===== src/rtl/uarch_rst_seq_pkg.sv =====
// -----------------------------------------------------------------------------
// uarch_rst_seq_pkg
// Shared types and helpers for the fence.t micro-reset sequencer.
//   fence_t_state_e : sequencer FSM state encoding (3 bits)
//   fence_t_cfg_t   : groups the sequencer parameters
//   sel_width()     : width of a select that picks one of n sources (min 1)
//   cnt_width()     : width of a counter that must reach max_val (min 1)
// -----------------------------------------------------------------------------
package uarch_rst_seq_pkg;

   typedef enum logic [2:0] {
      FT_IDLE  = 3'd0,
      FT_FLUSH = 3'd1,
      FT_DRAIN = 3'd2,
      FT_PAD   = 3'd3,
      FT_RST   = 3'd4
   } fence_t_state_e;

   typedef struct packed {
      int unsigned num_flush;
      int unsigned drain_cycles;
      int unsigned rst_cycles;
      int unsigned init_hold;
      int unsigned num_pad_src;
      int unsigned pad_w;
      int unsigned vlen;
   } fence_t_cfg_t;

   function automatic int unsigned sel_width(input int unsigned n);
      return (n > 1) ? $clog2(n) : 1;
   endfunction

   function automatic int unsigned cnt_width(input int unsigned max_val);
      return (max_val > 0) ? $clog2(max_val + 1) : 1;
   endfunction

endpackage


===== src/rtl/uarch_rst_seq_if.sv =====
// -----------------------------------------------------------------------------
// uarch_rst_seq_if
// Flush-channel bundle between the fence.t sequencer and the caches/buffers.
//   flush_req : per-channel flush request (sequencer -> channel)
//   flush_ack : per-channel flush done pulse (channel -> sequencer)
//   busy      : per-channel outstanding-transaction flag (channel -> sequencer)
// master = sequencer side, slave = cache/buffer side.
// -----------------------------------------------------------------------------
interface uarch_rst_seq_if #(
   parameter int unsigned NUM_FLUSH = 2
);
   logic [NUM_FLUSH-1:0] flush_req;
   logic [NUM_FLUSH-1:0] flush_ack;
   logic [NUM_FLUSH-1:0] busy;

   modport master (
      output flush_req,
      input  flush_ack,
      input  busy
   );

   modport slave (
      input  flush_req,
      output flush_ack,
      output busy
   );
endinterface


===== src/rtl/uarch_rst_seq_pad_timer.sv =====
// -----------------------------------------------------------------------------
// fence_t_pad_timer
// Free-running pad counter for fence.t timing padding.
//   clk_i, rst_ni  : clock, async active-low reset
//   pad_i          : reload value loaded on a rising edge of the selected event
//   pad_src_sel_i  : selects which pad_evt_i source can reload the counter;
//                    values >= NUM_PAD_SRC select nothing
//   pad_evt_i      : level event sources
//   pad_cnt_o      : current counter value (0 = padding satisfied)
//   ceil_o         : overrun measure, pad_i - pad_cnt_o, or 0 when counter is 0
// -----------------------------------------------------------------------------
module fence_t_pad_timer
   import uarch_rst_seq_pkg::*;
#(
   parameter  int unsigned NUM_PAD_SRC = 2,
   parameter  int unsigned PAD_W       = 32,
   localparam int unsigned SEL_W       = sel_width(NUM_PAD_SRC)
) (
   input  logic                   clk_i,
   input  logic                   rst_ni,
   input  logic [PAD_W-1:0]       pad_i,
   input  logic [SEL_W-1:0]       pad_src_sel_i,
   input  logic [NUM_PAD_SRC-1:0] pad_evt_i,
   output logic [PAD_W-1:0]       pad_cnt_o,
   output logic [PAD_W-1:0]       ceil_o
);

   logic [NUM_PAD_SRC-1:0] evt_q;
   logic [NUM_PAD_SRC-1:0] rise;
   logic                   load;
   logic [PAD_W-1:0]       cnt_q;
   logic [PAD_W-1:0]       cnt_d;

   // Every source keeps its own history, so moving the select onto a source
   // that is already high does not look like an edge.
   assign rise = pad_evt_i & ~evt_q;

   always_comb begin
      // NOTE: every always_comb output gets a default first so no path leaves
      // it unassigned, which would otherwise infer a latch.
      load = 1'b0;
      for (int i = 0; i < NUM_PAD_SRC; i++) begin
         if (pad_src_sel_i == SEL_W'(i) && rise[i]) begin
            load = 1'b1;
         end
      end
   end

   // Load has priority over the decrement.
   always_comb begin
      cnt_d = cnt_q;
      if (load) begin
         cnt_d = pad_i;
      end else if (cnt_q != '0) begin
         cnt_d = cnt_q - PAD_W'(1);
      end
   end

   always_ff @(posedge clk_i or negedge rst_ni) begin
      // NOTE: sequential state uses non-blocking assignments so every register
      // samples the pre-edge values, independent of statement order.
      if (!rst_ni) begin
         evt_q <= '0;
         cnt_q <= '0;
      end else begin
         evt_q <= pad_evt_i;
         cnt_q <= cnt_d;
      end
   end

   assign pad_cnt_o = cnt_q;
   assign ceil_o    = (cnt_q == '0) ? '0 : pad_i - cnt_q;

endmodule


===== src/rtl/uarch_rst_seq.sv =====
// -----------------------------------------------------------------------------
// uarch_rst_seq
// fence.t micro-reset sequencer: flush all channels, wait for a quiet drain
// window, pad to the selected timing event, then pulse a microarchitectural
// reset and resume at the instruction after the fence.t.
//   clk_i, rst_ni    : clock, async active-low reset
//   boot_addr_i      : rst_addr_o value until the first fence.t
//   pc_commit_i      : PC of the committing fence.t
//   fence_t_i        : fence.t commit pulse (only honoured in IDLE)
//   flush_if         : per-channel flush req/ack and busy flags
//   pad_i            : pad reload value
//   pad_src_sel_i    : selected pad event source
//   pad_evt_i        : pad event sources (level)
//   fence_t_ceil_o   : pad overrun measure, updated when DRAIN ends
//   ceil_valid_o     : one-cycle strobe, fence_t_ceil_o updated
//   halt_o, stall_o  : high whenever the sequencer is not IDLE
//   rst_uarch_no     : active-low microarchitectural reset (low in RST)
//   cache_init_no    : high in RST and INIT_HOLD cycles after it
//   rst_addr_o       : resume address after reset
// -----------------------------------------------------------------------------
module uarch_rst_seq
   import uarch_rst_seq_pkg::*;
#(
   parameter  int unsigned NUM_FLUSH    = 2,
   parameter  int unsigned DRAIN_CYCLES = 15,
   parameter  int unsigned RST_CYCLES   = 16,
   parameter  int unsigned INIT_HOLD    = 3,
   parameter  int unsigned NUM_PAD_SRC  = 2,
   parameter  int unsigned PAD_W        = 32,
   parameter  int unsigned VLEN         = 64,
   localparam int unsigned SEL_W        = sel_width(NUM_PAD_SRC)
) (
   input  logic                   clk_i,
   input  logic                   rst_ni,
   input  logic [VLEN-1:0]        boot_addr_i,
   input  logic [VLEN-1:0]        pc_commit_i,
   input  logic                   fence_t_i,
   uarch_rst_seq_if.master        flush_if,
   input  logic [PAD_W-1:0]       pad_i,
   input  logic [SEL_W-1:0]       pad_src_sel_i,
   input  logic [NUM_PAD_SRC-1:0] pad_evt_i,
   output logic [PAD_W-1:0]       fence_t_ceil_o,
   output logic                   ceil_valid_o,
   output logic                   halt_o,
   output logic                   stall_o,
   output logic                   rst_uarch_no,
   output logic                   cache_init_no,
   output logic [VLEN-1:0]        rst_addr_o
);

   localparam fence_t_cfg_t CFG = '{
      num_flush:    NUM_FLUSH,
      drain_cycles: DRAIN_CYCLES,
      rst_cycles:   RST_CYCLES,
      init_hold:    INIT_HOLD,
      num_pad_src:  NUM_PAD_SRC,
      pad_w:        PAD_W,
      vlen:         VLEN
   };

   localparam int unsigned DRAIN_W = cnt_width(CFG.drain_cycles);
   localparam int unsigned RST_W   = cnt_width(CFG.rst_cycles);
   localparam int unsigned HOLD_W  = cnt_width(CFG.init_hold);

   localparam logic [DRAIN_W-1:0] DRAIN_MAX = DRAIN_W'(CFG.drain_cycles);
   localparam logic [RST_W-1:0]   RST_LAST  = RST_W'(CFG.rst_cycles - 1);
   localparam logic [HOLD_W-1:0]  HOLD_LOAD = HOLD_W'(CFG.init_hold);

   fence_t_state_e       state_q;
   logic [NUM_FLUSH-1:0] flush_req_q;
   logic [NUM_FLUSH-1:0] pending_nxt;
   logic [DRAIN_W-1:0]   drain_cnt_q;
   logic [RST_W-1:0]     rst_cnt_q;
   logic [HOLD_W-1:0]    hold_cnt_q;
   logic [PAD_W-1:0]     ceil_q;
   logic                 ceil_valid_q;
   logic [VLEN-1:0]      addr_q;
   logic                 addr_set_q;
   logic [PAD_W-1:0]     pad_cnt;
   logic [PAD_W-1:0]     pad_ceil;

   fence_t_pad_timer #(
      .NUM_PAD_SRC (NUM_PAD_SRC),
      .PAD_W       (PAD_W)
   ) i_pad_timer (
      .clk_i         (clk_i),
      .rst_ni        (rst_ni),
      .pad_i         (pad_i),
      .pad_src_sel_i (pad_src_sel_i),
      .pad_evt_i     (pad_evt_i),
      .pad_cnt_o     (pad_cnt),
      .ceil_o        (pad_ceil)
   );

   // Channels still waiting after this cycle's acks; acks on channels that
   // are already done fall out of the mask.
   assign pending_nxt = flush_req_q & ~flush_if.flush_ack;

   always_ff @(posedge clk_i or negedge rst_ni) begin
      if (!rst_ni) begin
         state_q      <= FT_IDLE;
         flush_req_q  <= '0;
         drain_cnt_q  <= '0;
         rst_cnt_q    <= '0;
         hold_cnt_q   <= '0;
         ceil_q       <= '0;
         ceil_valid_q <= 1'b0;
         addr_q       <= '0;
         addr_set_q   <= 1'b0;
      end else begin
         ceil_valid_q <= 1'b0;
         if (hold_cnt_q != '0) begin
            hold_cnt_q <= hold_cnt_q - HOLD_W'(1);
         end

         unique case (state_q)
            FT_IDLE: begin
               if (fence_t_i) begin
                  state_q     <= FT_FLUSH;
                  flush_req_q <= '1;
                  addr_q      <= pc_commit_i + VLEN'(4);
                  addr_set_q  <= 1'b1;
               end
            end

            FT_FLUSH: begin
               flush_req_q <= pending_nxt;
               if (pending_nxt == '0) begin
                  state_q     <= FT_DRAIN;
                  drain_cnt_q <= '0;
               end
            end

            // Needs DRAIN_CYCLES consecutive quiet cycles after the last busy.
            FT_DRAIN: begin
               if (drain_cnt_q == DRAIN_MAX) begin
                  state_q      <= FT_PAD;
                  ceil_q       <= pad_ceil;
                  ceil_valid_q <= 1'b1;
               end else if (|flush_if.busy) begin
                  drain_cnt_q <= '0;
               end else begin
                  drain_cnt_q <= drain_cnt_q + DRAIN_W'(1);
               end
            end

            FT_PAD: begin
               if (pad_cnt == '0) begin
                  state_q <= FT_RST;
               end
            end

            FT_RST: begin
               if (rst_cnt_q == RST_LAST) begin
                  state_q    <= FT_IDLE;
                  rst_cnt_q  <= '0;
                  hold_cnt_q <= HOLD_LOAD;
               end else begin
                  rst_cnt_q <= rst_cnt_q + RST_W'(1);
               end
            end

            default: begin
               state_q <= FT_IDLE;
            end
         endcase
      end
   end

   assign flush_if.flush_req = flush_req_q;
   assign fence_t_ceil_o     = ceil_q;
   assign ceil_valid_o       = ceil_valid_q;
   assign halt_o             = (state_q != FT_IDLE);
   assign stall_o            = (state_q != FT_IDLE);
   assign rst_uarch_no       = (state_q != FT_RST);
   assign cache_init_no      = (state_q == FT_RST) || (hold_cnt_q != '0);

   // NOTE: the resume address register resets to a constant and a flag selects
   // boot_addr_i until the first fence.t, instead of async-loading a live input
   // into the flop; a reset mid-sequence still shows boot_addr_i at once.
   assign rst_addr_o = addr_set_q ? addr_q : boot_addr_i;

endmodule


===== src/flat_wrapper.sv =====
// flat-port wrapper written by rule: the top's interface ports become plain ports
module uarch_rst_seq_flat import uarch_rst_seq_pkg::*;
#(
   parameter  int unsigned NUM_FLUSH    = 2,
   parameter  int unsigned DRAIN_CYCLES = 15,
   parameter  int unsigned RST_CYCLES   = 16,
   parameter  int unsigned INIT_HOLD    = 3,
   parameter  int unsigned NUM_PAD_SRC  = 2,
   parameter  int unsigned PAD_W        = 32,
   parameter  int unsigned VLEN         = 64,
   localparam int unsigned SEL_W        = sel_width(NUM_PAD_SRC)
)
  (clk_i, rst_ni, boot_addr_i, pc_commit_i, fence_t_i, pad_i, pad_src_sel_i, pad_evt_i, fence_t_ceil_o, ceil_valid_o, halt_o, stall_o, rst_uarch_no, cache_init_no, rst_addr_o, flush_if_flush_req, flush_if_flush_ack, flush_if_busy);
  uarch_rst_seq_if #(.NUM_FLUSH(NUM_FLUSH)) flush_if_i ();
  input  logic clk_i;
  input  logic rst_ni;
  input  logic [VLEN-1:0] boot_addr_i;
  input  logic [VLEN-1:0] pc_commit_i;
  input  logic fence_t_i;
  input  logic [PAD_W-1:0] pad_i;
  input  logic [SEL_W-1:0] pad_src_sel_i;
  input  logic [NUM_PAD_SRC-1:0] pad_evt_i;
  output logic [PAD_W-1:0] fence_t_ceil_o;
  output logic ceil_valid_o;
  output logic halt_o;
  output logic stall_o;
  output logic rst_uarch_no;
  output logic cache_init_no;
  output logic [VLEN-1:0] rst_addr_o;
  output wire logic [$bits(flush_if_i.flush_req)-1:0] flush_if_flush_req;
  input wire logic [$bits(flush_if_i.flush_ack)-1:0] flush_if_flush_ack;
  input wire logic [$bits(flush_if_i.busy)-1:0] flush_if_busy;
  assign flush_if_flush_req = flush_if_i.flush_req;
  assign flush_if_i.flush_ack = flush_if_flush_ack;
  assign flush_if_i.busy = flush_if_busy;
  uarch_rst_seq #(.NUM_FLUSH(NUM_FLUSH), .DRAIN_CYCLES(DRAIN_CYCLES), .RST_CYCLES(RST_CYCLES), .INIT_HOLD(INIT_HOLD), .NUM_PAD_SRC(NUM_PAD_SRC), .PAD_W(PAD_W), .VLEN(VLEN)) u_core (.clk_i(clk_i), .rst_ni(rst_ni), .boot_addr_i(boot_addr_i), .pc_commit_i(pc_commit_i), .fence_t_i(fence_t_i), .flush_if(flush_if_i), .pad_i(pad_i), .pad_src_sel_i(pad_src_sel_i), .pad_evt_i(pad_evt_i), .fence_t_ceil_o(fence_t_ceil_o), .ceil_valid_o(ceil_valid_o), .halt_o(halt_o), .stall_o(stall_o), .rst_uarch_no(rst_uarch_no), .cache_init_no(cache_init_no), .rst_addr_o(rst_addr_o));
endmodule

===== config.mk =====
export PLATFORM = sky130hd
export DESIGN_NAME = uarch_rst_seq_flat
export DESIGN_NICKNAME = d
export VERILOG_FILES = /design/src/rtl/uarch_rst_seq_pkg.sv /design/src/rtl/uarch_rst_seq_if.sv /design/src/rtl/uarch_rst_seq_pad_timer.sv /design/src/rtl/uarch_rst_seq.sv /design/src/flat_wrapper.sv
export SDC_FILE = /design/constraint.sdc
export NUM_CORES = 1
export LEC_CHECK = 0
export ABC_AREA = 1
export BUFFER_PORTS_ARGS = -buffer_cell sky130_fd_sc_hd__buf_2
export CAP_MARGIN = 40
export CORE_AREA = 5 5 165 167
export CTS_BUF_LIST = sky130_fd_sc_hd__clkbuf_2 sky130_fd_sc_hd__clkbuf_4 sky130_fd_sc_hd__clkbuf_8
export DETAILED_ROUTE_END_ITERATION = 10
export DIE_AREA = 0 0 170 172
export PLACE_DENSITY_LB_ADDON = 0.12
export SLEW_MARGIN = 20
export SYNTH_ARGS = -nofsm -noshare
export SYNTH_HDL_FRONTEND = slang
export SYNTH_HIERARCHICAL = 1
export SYNTH_SLANG_ARGS = --single-unit

===== constraint.sdc =====
create_clock -name clk_i -period 2.2 [get_ports clk_i]
set_input_delay 0.22 -clock clk_i [delete_from_list [all_inputs] [get_ports clk_i]]
set_output_delay 0.22 -clock clk_i [all_outputs]
set_load 0.005 [all_outputs]

After elaboration in Yosys (flattened, before gate mapping)
Index checks and enable logic that the tools add are counted.
W data, S select, Z words.
Operators by class
  $add $sub $neg: 6
  multipliers: 0
  div/mod/pow operators: 0
  magnitude comparators: 0
  eq/ne operators: 13
  shift operators: 0
  muxes and demuxes: 24
  bitwise operators: 5
  reductions and logical operators: 18
Operators with widths (number)
  $mux W32: 3
  $add A64 B3 Y64 const B: 1
  $mux W64: 1
  $logic_not A32 Y1: 1
  $reduce_bool A32 Y1: 1
  $sub A32 B1 Y32 const B: 1
  $sub A32 B32 Y32: 1
  $mux W3: 5
  $pmux W3 S5: 1
  $mux W4: 3
  $mux W2: 4
  $ne A2 B1 Y1 const B: 4
  $pmux W4 S2: 1
  $reduce_bool A2 Y1: 4
  $eq A3 B2 Y1 const B: 2
  $reduce_and A2 Y1: 3
  $add A5 B1 Y5 const B: 1
  $eq A5 B4 Y1 const B: 1
  $mux W5: 1
  $reduce_and A5 Y1: 1
  $add A4 B1 Y4 const B: 1
  $and A2 B2 Y2: 2
  $eq A4 B4 Y1 const B: 1
  $mux W1: 4
  15 further kinds: 18
Word-level totals
  flip-flop bits (word level): 148
  latch bits: 0
  memory bits (writable): 0
  memory bits (read-only): 0
  input bits: 170
  output and inout bits: 103
  word-level logic and storage cells: 77
  memories: 0

Logic depth before layout (Yosys ltp)
  depth in word-level cells: 6
  mapped depth: 16

By module
Netlist, hierarchy kept.
Modules (own cells, without submodules)
  uarch_rst_seq: instances 1, cells an instance 1157, area an instance 7334.5 sq um
  fence_t_pad_timer: instances 1, cells an instance 889, area an instance 4936.0 sq um

Worst setup path before layout
No wires, ideal clock.
  path type: flip-flop to flip-flop
  from: reg u_core.i_pad_timer.cnt_q[0] (netlist: u_core/i_pad_timer/pad_cnt_o[0])
  to: reg u_core.ceil_q[28] (netlist: u_core/fence_t_ceil_o[28])
  library setup time: 0.116 ns
  data arrival time: 1.761 ns
  required time: 2.084 ns
  slack: 0.323 ns
  cell stages (with the launch flop): 13
  cells stage by stage: dfrtp_1 > ha_1 > fa_1 > inv_1 > nand3_1 > nand3_1 > nand2_1 > nand3_1 > nand2_1 > a21oi_1 > nor2_1 > nand2_1 > nand2_1
On the way
  cells in the longest elaborated chain, start to end: 2
RTL lines
  start, declared: line uarch_rst_seq_pad_timer.sv:31  | logic [PAD_W-1:0] cnt_q;
  start signal, assigned: line uarch_rst_seq_pad_timer.sv:67  | cnt_q <= cnt_d;
  $sub A32 B32 Y32 / $logic_not A32 Y1 (equally long branches): line uarch_rst_seq_pad_timer.sv:72  | assign ceil_o = (cnt_q == '0) ? '0 : pad_i - cnt_q;
  $mux W32 (*): line uarch_rst_seq_pad_timer.sv:72
  via u_core.pad_ceil[28]: line uarch_rst_seq.sv:80  | logic [PAD_W-1:0] pad_ceil;
  end signal, assigned: line uarch_rst_seq.sv:138  | ceil_q <= pad_ceil;
  end, declared: line uarch_rst_seq.sv:75  | logic [PAD_W-1:0] ceil_q;
The timed path passes the listed nets; every way through them passes the cells marked *.
A chain may end at the register's enable or synchronous reset.

Final worst setup path
  from: reg u_core.i_pad_timer.cnt_q[0] (netlist: u_core/i_pad_timer/pad_cnt_o[0])
  to: reg u_core.ceil_q[10] (netlist: u_core/fence_t_ceil_o[10])
Same word-level chain as after synthesis.

==> run_results.csv <==
group,metric,value,unit
floorplan,rows,59,
cells_and_area,final_cell_mix,"nand2_1, nor2_1, buf_2, inv_1, dfrtp_1",
synthesis,ys_seq_area_share,30.18,%
cells_and_area,fin_util,58.77,%
synthesis,syn-num-nets,2252,
cts,cts.clk_slew.worst_paths,100,ps
global_route,grt_usage,29.09,%
pwr,switchingPower,0.005540,W
cts,cts.sinks,148,
detailed_routing,vias_per_cell,5.038,
worst_setup_path,worstSetupPathType,"reg -> reg",
worst_hold_path,hold_class,"in -> reg",
placed_design,gp_congestion,0.9794,
detailed_routing,drc_errors,0,
sta,finalCriticalPeriod,2111,ps
sta,rsz0062_at_grt,"true",
synthesis,synth_cells,2046,
synthesis,ys_ff_latch,148,
global_route,grt_pass1_vias,12970,
sta,slew_violations,0,
cells_and_area,final_common_cell,"nand2_1",
pwr,vdd_drop_max,487.8,µV
floorplan,die-area,0.02924,mm²
sta,fmax,473.7,MHz
pwr,p_int,0.007002,W
synthesis,synth_flop_cell,"dfrtp_1",
detailed_routing,totalWireLength,43550,µm
cells_and_area,syn_to_final_growth,22.69,%
worst_setup_path,crit_required,2610,ps
synthesis,ys_types,44,
sta,hold_viol_final,0,
pwr,leakagePower,7.979,nW
global_route,gr-total-overflow,0,
worst_setup_path,end_kind,"flip-flop",
global_route,grt_pass1_wl,67130,µm
floorplan,io_pins,273,
sta,worst_pin_slew,634.9,ps
pwr,total_power,0.01254,W
pwr,p_seq_share,31.8,%
floorplan,core,0.02562,mm²
floorplan,die-height,172,µm
detailed_routing,drt_pass1_iterations,5,
worst_setup_path,reg2regPathDepth,10,
pwr,p_clk_share,17.5,%
synthesis,synth_edf_count,0,
cts,cts_tree,"yes",
sta,finalCritPeriodShare,95.95,%
placed_design,numPortBuffers,272,
cts,clk_path_buf_depth,2,
worst_setup_path,cp.arrival,2520,ps
worst_hold_path,min_path_cells,3,
cells_and_area,drive_gt1_share,20.13,%
detailed_routing,wl_per_cell,16.08,µm
floorplan,initial_core_util,47.90,%
cts,cts-root-buf,"clkbuf_8",
cts,htree_levels,4,
worst_setup_path,startpoint_type,"flip-flop",
status,status,"complete, no violations",
sta,setup-violations-final,0,
synthesis,synth_area_per_cell,5.997,µm²
cts,cts-buffers-inserted,17,
pwr,p_comb_share,50.7,%
cells_and_area,num_antenna_cells,0,
synthesis,ys.warnings.count,6,
cells_and_area,finish.net_count,2568,
floorplan,die_width,170,µm
detailed_routing,num_vias,13650,
sta,fin_worst_skew,21.01,ps
synthesis,async_flop_share,100.0,%
cts,clkLatencyLatePin,470,ps
job,cap_violations,0,
sta,max_slew_margin,57.67,%
placed_design,dpl.hpwl,35310,µm
pwr,sw_frac_of_total,44.17,%
detailed_routing,ant_nets,0,
global_route,grt_max_degree,77,
pwr,p_per_area,833.2,mW/mm²
synthesis,syn-cell-area,0.01227,mm²
worst_setup_path,path_max_fanout,5,
detailed_routing,drtIter0Drc,907,
global_route,antenna_found_initial,1,
-- cells in the mapped netlist, types with 2 or more instances --
| library cell | n | area share, % |
|---|---|---|
| buf_1 | 4 | 0.12 |
| inv_1 | 236 | 7.2 |
| buf_2 | 13 | 0.53 |
| a21oi_1 | 45 | 1.8 |
| clkbuf_2 | 2 | 0.082 |
| nand2_1 | 883 | 27 |
| nor2_4 | 7 | 0.64 |
| nand4_4 | 2 | 0.35 |
| nand3_1 | 87 | 3.5 |
| o21ai_2 | 11 | 0.79 |
| o22ai_1 | 2 | 0.10 |
| and2_1 | 9 | 0.46 |
| nand3_2 | 2 | 0.16 |
| clkbuf_1 | 14 | 0.43 |
| a21boi_1 | 2 | 0.12 |
| inv_2 | 9 | 0.28 |
| xnor2_1 | 15 | 1.1 |
| xor2_1 | 44 | 3.1 |
| o21ai_0 | 76 | 3.1 |
| o21bai_1 | 6 | 0.37 |
| buf_4 | 2 | 0.12 |
| nand2_2 | 11 | 0.56 |
| o21ai_1 | 13 | 0.53 |
| nor2_2 | 12 | 0.61 |
| nor3_1 | 15 | 0.61 |
| dfrtp_1 | 148 | 30 |
| nor2_1 | 296 | 9.1 |
| buf_6 | 8 | 0.73 |
| nor2_8 | 3 | 0.49 |
| nand3b_1 | 3 | 0.18 |
| ha_1 | 35 | 3.6 |
| nand4_1 | 19 | 0.97 |
-- power by group through the flow --
stage	sequential (W)	combinational, W	clock [W]
CTS	0.00399	0.00605	0.00225
global route	0.00408	0.00720	0.00236
floorplan	0.00397	0.00390	0
global placement	0.00401	0.00593	0
detailed placement	0.00405	0.00600	0
finish	0.00399	0.00636	0.00219
-- worst paths after layout --
path                                                             start                                      endpoint  slack [ps]
setup / recovery           u_core/i_pad_timer/pad_cnt_o[0]$_DFFE_PN0P_         u_core/fence_t_ceil_o[10]$_DFFE_PN0P_          90
hold / removal                                               pad_i[15]  u_core/i_pad_timer/pad_cnt_o[15]$_DFFE_PN0P_          30
setup reg to reg           u_core/i_pad_timer/pad_cnt_o[0]$_DFFE_PN0P_         u_core/fence_t_ceil_o[10]$_DFFE_PN0P_          90
hold reg to reg                         u_core/hold_cnt_q[0]$_DFF_PN0_                u_core/hold_cnt_q[0]$_DFF_PN0_         460
max in group asynchronous                                       rst_ni         u_core/fence_t_ceil_o[18]$_DFFE_PN0P_        1230
min in group asynchronous                                       rst_ni                 u_core/addr_q[14]$_DFFE_PN0P_         300
-- timing repair --
item / CTS / global route
hold endpoints to repair: 64 / 0
endpoints found under the setup margin: 1 / 23
buffers inserted: 0 / 11
pin swaps: 0 / 2
hold buffers: 11 / 0
resized for setup: 1 / 57
-- registers in the layout (all words and copies together) (netlist names) --
register and cells:
u_core/addr_set_q 1, u_core/flush_if.flush_req 2, u_core/fence_t_ceil_o 32, u_core/drain_cnt_q 4, u_core/ceil_valid_o 1, u_core/i_pad_timer/pad_cnt_o 32
u_core/addr_q 64, u_core/hold_cnt_q 2, u_core/i_pad_timer/evt_q 2, u_core/rst_cnt_q 5, u_core/state_q 3
-- worst max-delay path, cell delays in order, from the launching register on --
cell,delay (ps)
dfrtp_1,410
ha_2,200
fa_1,380
inv_2,110
buf_4,110
nand3_1,80
nand3_2,160
o21ai_0,110
a21oi_1,310
nand2_1,100
nand2_1,90
-- area by class of cell --
class	instances	area, µm²
multi-input combinational	1610	7649
clock inverter	12	121.4
clock buffer	19	255.2
sequential	148	3706
timing repair buffer	340	1981
fill	2633	10560
tap	335	419.2
inverter	245	923.4
-- cell families (layout without fill, tap and decap cells) --
family	count (synthesis)	count (layout)	synth area share, %
XOR/XNOR	59	59	4.211
adder cells (fa/ha/maj)	36	36	3.732
buffers and inverters	288	616	9.514
flip-flops	148	148	30.18
AND/OR/NAND/NOR	1355	1355	45.16
AO/OA/AOI/OAI	160	160	7.199
-- routing by layer --
metal  vias to the layer above  share of wire, %  routed length [µm]  GRT usage (%)
li1                       6907                 -                   -              -
met1                      6254                40               17300          33.91
met2                       420                52               22550          55.36
met3                        65               5.8                2545          4.184
met4                         2               2.6                1147          8.472
met5                         -             0.030                  13              0
-- through the flow --
step           setup slack [ps]  instances  cell area [µm²]  hold slack, ps  setup TNS (ps)
4_1_cts                   12.68       2698            14710          0.3219               0
3_5_place_dp             -23.57       2656            14220           247.7          -23.57
2_1_floorplan             322.9       2046            12270          -75.59               0
5_1_grt                  -78.33       2709            15050           25.50          -123.8
3_3_place_gp             -17.06       2656            14220           251.1          -17.06
6_report                  89.03       2709            15050           27.25               0
Note: power is estimated with default switching activity, not from simulation.
